## config.mk

```make
export PLATFORM = sky130hd
export DESIGN_NAME = cla4
export DESIGN_NICKNAME = d
export VERILOG_FILES = /design/src/rtl/clb4.sv /design/src/rtl/cla4.sv
export SDC_FILE = /design/constraint.sdc
export NUM_CORES = 1
export LEC_CHECK = 0
export BUFFER_PORTS_ARGS = -buffer_cell sky130_fd_sc_hd__buf_2
export CAP_MARGIN = 15
export CORE_AREA = 2 2 39 41
export DETAILED_ROUTE_END_ITERATION = 7
export DIE_AREA = 0 0 41 43
export SLEW_MARGIN = 20
export SYNTH_ARGS = -nofsm -noshare
export SYNTH_HDL_FRONTEND = slang
export SYNTH_HIERARCHICAL = 1
export SYNTH_SLANG_ARGS = --single-unit
```

## constraint.sdc

```tcl
create_clock -name clk -period 1.2 [get_ports clk]
set_clock_uncertainty 0.05 [all_clocks]
set_input_delay 0 -clock clk [delete_from_list [all_inputs] [get_ports clk]]
set_output_delay 0 -clock clk [all_outputs]
set_load 0.005 [all_outputs]
```

## src/rtl/clb4.sv

```systemverilog
// 4-bit carry lookahead block: carries plus group propagate/generate
// computed as flat sum-of-products from per-bit p/g and carry-in.
module clb4 (
   input  logic [3:0] p,
   input  logic [3:0] g,
   input  logic       ci,
   output logic       c1,
   output logic       c2,
   output logic       c3,
   output logic       co,
   output logic       pg,
   output logic       gg
);

   assign c1 = g[0] | (p[0] & ci);
   assign c2 = g[1] | (p[1] & g[0]) | (p[1] & p[0] & ci);
   assign c3 = g[2] | (p[2] & g[1]) | (p[2] & p[1] & g[0])
             | (p[2] & p[1] & p[0] & ci);
   assign co = g[3] | (p[3] & g[2]) | (p[3] & p[2] & g[1])
             | (p[3] & p[2] & p[1] & g[0]) | (p[3] & p[2] & p[1] & p[0] & ci);

   // Group terms exclude ci so a wider adder can cascade them.
   assign pg = p[3] & p[2] & p[1] & p[0];
   assign gg = g[3] | (p[3] & g[2]) | (p[3] & p[2] & g[1])
             | (p[3] & p[2] & p[1] & g[0]);

endmodule

```

## src/rtl/cla4.sv

```systemverilog
// 4-bit carry lookahead adder with combinational sum/carry outputs and
// a registered copy of the result.
module cla4 (
   input  logic       clk,
   input  logic       reset_n,
   input  logic [3:0] a,
   input  logic [3:0] b,
   input  logic       ci,
   output logic [3:0] s,
   output logic       co,
   output logic       pg,
   output logic       gg,
   output logic [3:0] s_q,
   output logic       co_q
);

   localparam int unsigned W = 4;

   logic [W-1:0] p;
   logic [W-1:0] g;
   logic [W-1:0] c;
   logic         c1, c2, c3;

   assign p = a ^ b;
   assign g = a & b;

   clb4 u_clb4 (
      .p  (p),
      .g  (g),
      .ci (ci),
      .c1 (c1),
      .c2 (c2),
      .c3 (c3),
      .co (co),
      .pg (pg),
      .gg (gg)
   );

   assign c = {c3, c2, c1, ci};
   assign s = p ^ c;

   always_ff @(posedge clk or negedge reset_n) begin
      if (!reset_n) begin
         s_q  <= '0;
         co_q <= 1'b0;
      end else begin
         s_q  <= s;
         co_q <= co;
      end
   end

endmodule

```

# [Word-level counts from Yosys, hierarchy flattened]
# Cells that the tools add are included.
[word_totals] ff_bits=5 inputBits=11 out_inout_bits=12 wordCells=31
[classes] bitwise_logic=29
[op_table] operator="$and 1x1->1" n=16
[op_table] operator="$or 1x1->1" n=10
[op_table] operator="$xor 4x4->4" n=2
[op_table] operator="$and 4x4->4" n=1

# [Depth between registers and ports, before layout]
[logic_depth] word_depth=6 mapped_depth=5 depth_no_buf=5

# [Modules after synthesis]
# The synthesis kept the hierarchy.
[by_module_without_submodules] mod="cla4" instances=1 cells_per_inst=13 area_each_um2=210.2 seq_area_each_um2=125.1
[by_module_without_submodules] mod="clb4" instances=1 cells_per_inst=14 area_each_um2=75.1 seq_area_each_um2=0.0

# [Least setup slack after synthesis]
# OpenSTA, ideal clock, no wires.
[synth_timing] path_type="input port to flip-flop" startpoint="in a[0]" endpoint="reg s_q[2]" setup_ns=0.138 arrival_time_ns=0.885 required_time_ns=1.012 slack_ns=0.126 cell_stages=5 n_path_buf=0 path_cell_list="ha_1 > a21oi_2 > inv_2 > a21o_1 > xor2_1"
[synth_between] elab_chain_len=5 elab_cells_between_ends=8 cone_classes="8 x bitwise"
[synth_rtl] item="start, declared" line_no="cla4.sv:6" source="input logic [3:0] a,"
[synth_rtl] item="$and 4x4->4 / $xor 4x4->4 (equally long branches)" line_no="cla4.sv:25, cla4.sv:24"
[synth_rtl] item="$and 1x1->1" line_no="clb4.sv:16" source="assign c2 = g[1] | (p[1] & g[0]) | (p[1] & p[0] & ci);"
[synth_rtl] item="$or 1x1->1 / $and 1x1->1 (equally long branches)" line_no="clb4.sv:16"
[synth_rtl] item="$or 1x1->1 (*)" line_no="clb4.sv:16"
[synth_rtl] item="named net c2" line_no="cla4.sv:22" source="logic c1, c2, c3;"
[synth_rtl] item="$xor 4x4->4 (*)" line_no="cla4.sv:40" source="assign s = p ^ c;"
[synth_rtl] item="named net s[2]" line_no="cla4.sv:9" source="output logic [3:0] s,"
[synth_rtl] item="end signal, assigned" line_no="cla4.sv:47" source="s_q <= s;"
[synth_rtl] item="end, declared" line_no="cla4.sv:13" source="output logic [3:0] s_q,"
# The timed path passes the listed nets; every way through them passes the cells marked *.

# [Worst setup path after layout]
[layout_timing] startpoint="in a[0]" endpoint="out s[2]"
[layout_between] elab_chain_len=5 elab_cells_between_ends=8 cone_classes="8 x bitwise"
[layout_rtl] item="$xor 4x4->4" line_no="cla4.sv:24" source="assign p = a ^ b;"
[layout_rtl] item="named net p[0]" line_no="cla4.sv:19" source="logic [W-1:0] p;"
[layout_rtl] item="$and 1x1->1 (2 in series)" line_no="clb4.sv:16"
[layout_rtl] item="$or 1x1->1" line_no="clb4.sv:16"
[layout_rtl] item="named net c2" line_no="cla4.sv:22"
[layout_rtl] item="$xor 4x4->4" line_no="cla4.sv:40"
[layout_rtl] item="end, declared" line_no="cla4.sv:9"
# The timed path passes the listed nets, and every way through them passes these cells.

==> flow_summary.json <==
{
  "synth-edff-count": 0,
  "drtAntennaViolNets": 0,
  "power_w": 0.000604,
  "seq_area_frac_synth_pct": 43.9,
  "dpl.hpwl_um": 537,
  "clock_sinks": 5,
  "ys_async_sr_fraction_pct": 100,
  "pwr-share-seq_pct": 33.9,
  "pwr-share-clk_pct": 31.5,
  "worstSetupPathType": "input port to output pin",
  "die_width_um": 41,
  "ys_dominant_reg_cell": "dfrtp_1",
  "drt-total-wl_um": 676,
  "comb_power_share_pct": 34.5,
  "yosysWarnings": 6,
  "yosys.area.top_type_share_pct": 43.9,
  "die-area_um2": 1760,
  "syn_area_um2": 285,
  "swShare_pct": 28.0,
  "status": "complete, no violations",
  "cap_violations": 0,
  "initial_core_util_pct": 20.6,
  "vias": 297,
  "required_ns": 1.15,
  "syn_avg_cell_area_um2": 10.6,
  "dieHeight_um": 43,
  "synthTopCellsByArea": "dfrtp_1, ha_1, xor2_1, nand3_1, a21oi_1",
  "drc": 0,
  "cts_made_buffers": 3,
  "area.growth.synth_to_final_pct": 75.9,
  "final_util_pct": 36.3,
  "slew_headroom_pct": 88.0,
  "finalCritPeriodShare_pct": 91.5,
  "dr.pass1.iters": 4,
  "hold_path.class": "input port to async pin",
  "cts_tree": "built",
  "rows": 14,
  "grt_use_total_pct": 9.75,
  "cts_root_buffer": "clkbuf_4",
  "vdd_drop_max_v": 0.000296,
  "hold_viol_final": 0,
  "numPortBuffers": 22,
  "ys_types": 14,
  "fin_crit_ns": 1.10,
  "setup_viol_count_final": 0,
  "fin_nets": 73,
  "synth_seq_cells": 5,
  "p_leak_nw": 0.263,
  "p_sw_w": 0.000169,
  "wl_per_cell_um": 9.26,
  "drv_slew": 0,
  "p_int_w": 0.000435,
  "crit_path_end_kind": "output pin",
  "cp.arrival_ns": 1.05,
  "syn_nets": 42,
  "grt_pass1_vias": 278,
  "gp_congestion": 0.781,
  "synthCells": 27,
  "critPathLaunchType": "input port",
  "power_density_nw_per_um2": 1200,
  "h-tree-depth": 1,
  "antenna_found_initial": 0,
  "tightestPinTransition_ns": 0.179,
  "diodes": 0,
  "clockBufferDepth": 2,
  "grt_first_pass_wirelength_mm": 1.06,
  "synth_top_area_cell": "dfrtp_1",
  "io_pins": 23,
  "synthTopCellsByCount": "dfrtp_1, ha_1, xor2_1",
  "grt-ovfl-total": 0,
  "clk_pin_slew_ns": 0.04,
  "drive_above_1_share_pct": 56.1,
  "worstPathMaxFanout": 3,
  "yosys.cell_count.top_type": "dfrtp_1",
  "grt_max_degree": 7,
  "rsz0062_at_grt": "false",
  "core_um2": 1380,
  "fmax_ghz": 0.911,
  "drt_iter0_markers": 12,
  "vias_per_cell": 4.07
}
flip-flops by register name, summed over array words and instances (netlist names):
| register | count |
|---|---|
| co_q | 1 |
| s_q | 4 |
power by group through the flow:
stage / sequential (W) / clock (W) / combinational [W]
final: 0.000205 / 0.000190 / 0.000209
after CTS: 0.000205 / 0.000200 / 0.000203
after global placement: 0.000207 / 0 / 0.000191
after floorplan: 0.000214 / 0 / 0.0000827
after global routing: 0.000207 / 0.000206 / 0.000240
after detailed placement: 0.000208 / 0 / 0.000192
stage by stage:
| stage | instance area [um^2] | instances | setup TNS (ns) | hold slack [ns] | worst slack, ns |
|---|---|---|---|---|---|
| after floorplan | 285 | 27 | 0 | -0.346 | 0.126 |
| after global placement | 430 | 67 | -0.00779 | -0.237 | -0.00779 |
| after detailed placement | 430 | 67 | -0.0260 | -0.232 | -0.0260 |
| after CTS | 489 | 73 | 0 | 0.0506 | 0.0596 |
| after global routing | 502 | 73 | 0 | 0.0691 | 0.0267 |
| final | 502 | 73 | 0 | 0.0572 | 0.103 |
what timing repair did:
action,in CTS,in global routing
hold endpoints to repair,6,0
buffers inserted,0,0
resized for setup,1,4
pin swaps,1,0
endpoints found under the setup margin,1,2
hold buffers,2,0
critical path, stage by stage:
cell	delay, ns
buf_2	0.12
ha_4	0.24
a21oi_4	0.15
inv_2	0.05
a21o_1	0.18
xor2_1	0.17
buf_2	0.14
cells by family after synthesis:
family | synth area share, %
AND/OR/NAND/NOR | 10.1
buffers and inverters | 2.63
flip-flops | 43.9
adder cells (fa/ha/maj) | 17.5
XOR/XNOR | 12.3
AO/OA/AOI/OAI | 13.6
layer usage:
metal / up-vias / wire (um) / track usage, %
li1: 154 / - / -
met1: 124 / 261 / 9.35
met2: 17 / 332 / 13.8
met3: 2 / 53 / 0
met4: 0 / 27 / 16.0
met5: - / 0 / 0
final cells by class:
type | count | area [um^2]
Sequential cell | 5 | 125
Inverter | 2 | 7.51
Fill cell | 156 | 882
Timing Repair Buffer | 26 | 145
Clock buffer | 4 | 26.3
Tap cell | 16 | 20.0
Multi-Input combinational cell | 20 | 178
cells in the final DEF, fill, tap and decap left out, types with 2 or more instances in the layout:
cell / synthesis / layout
a21oi_1: 2 / 2
buf_2: 0 / 22
buf_4: 0 / 2
clkbuf_4: 0 / 3
dfrtp_1: 5 / 5
dlygate4sd3_1: 0 / 2
ha_2: 0 / 2
nand3_1: 3 / 3
xor2_1: 4 / 4
final timing paths:
check	cells past startpoint	to	from	slack [ns]
min	2	s_q[2]$_DFF_PN0_	reset_n	0.06
max in group asynchronous	2	s_q[0]$_DFF_PN0_	reset_n	0.92
max	7	s[2]	a[0]	0.10
min in group clk	4	co_q$_DFF_PN0_	b[3]	0.11
Note: power is estimated with default switching activity, not from simulation.
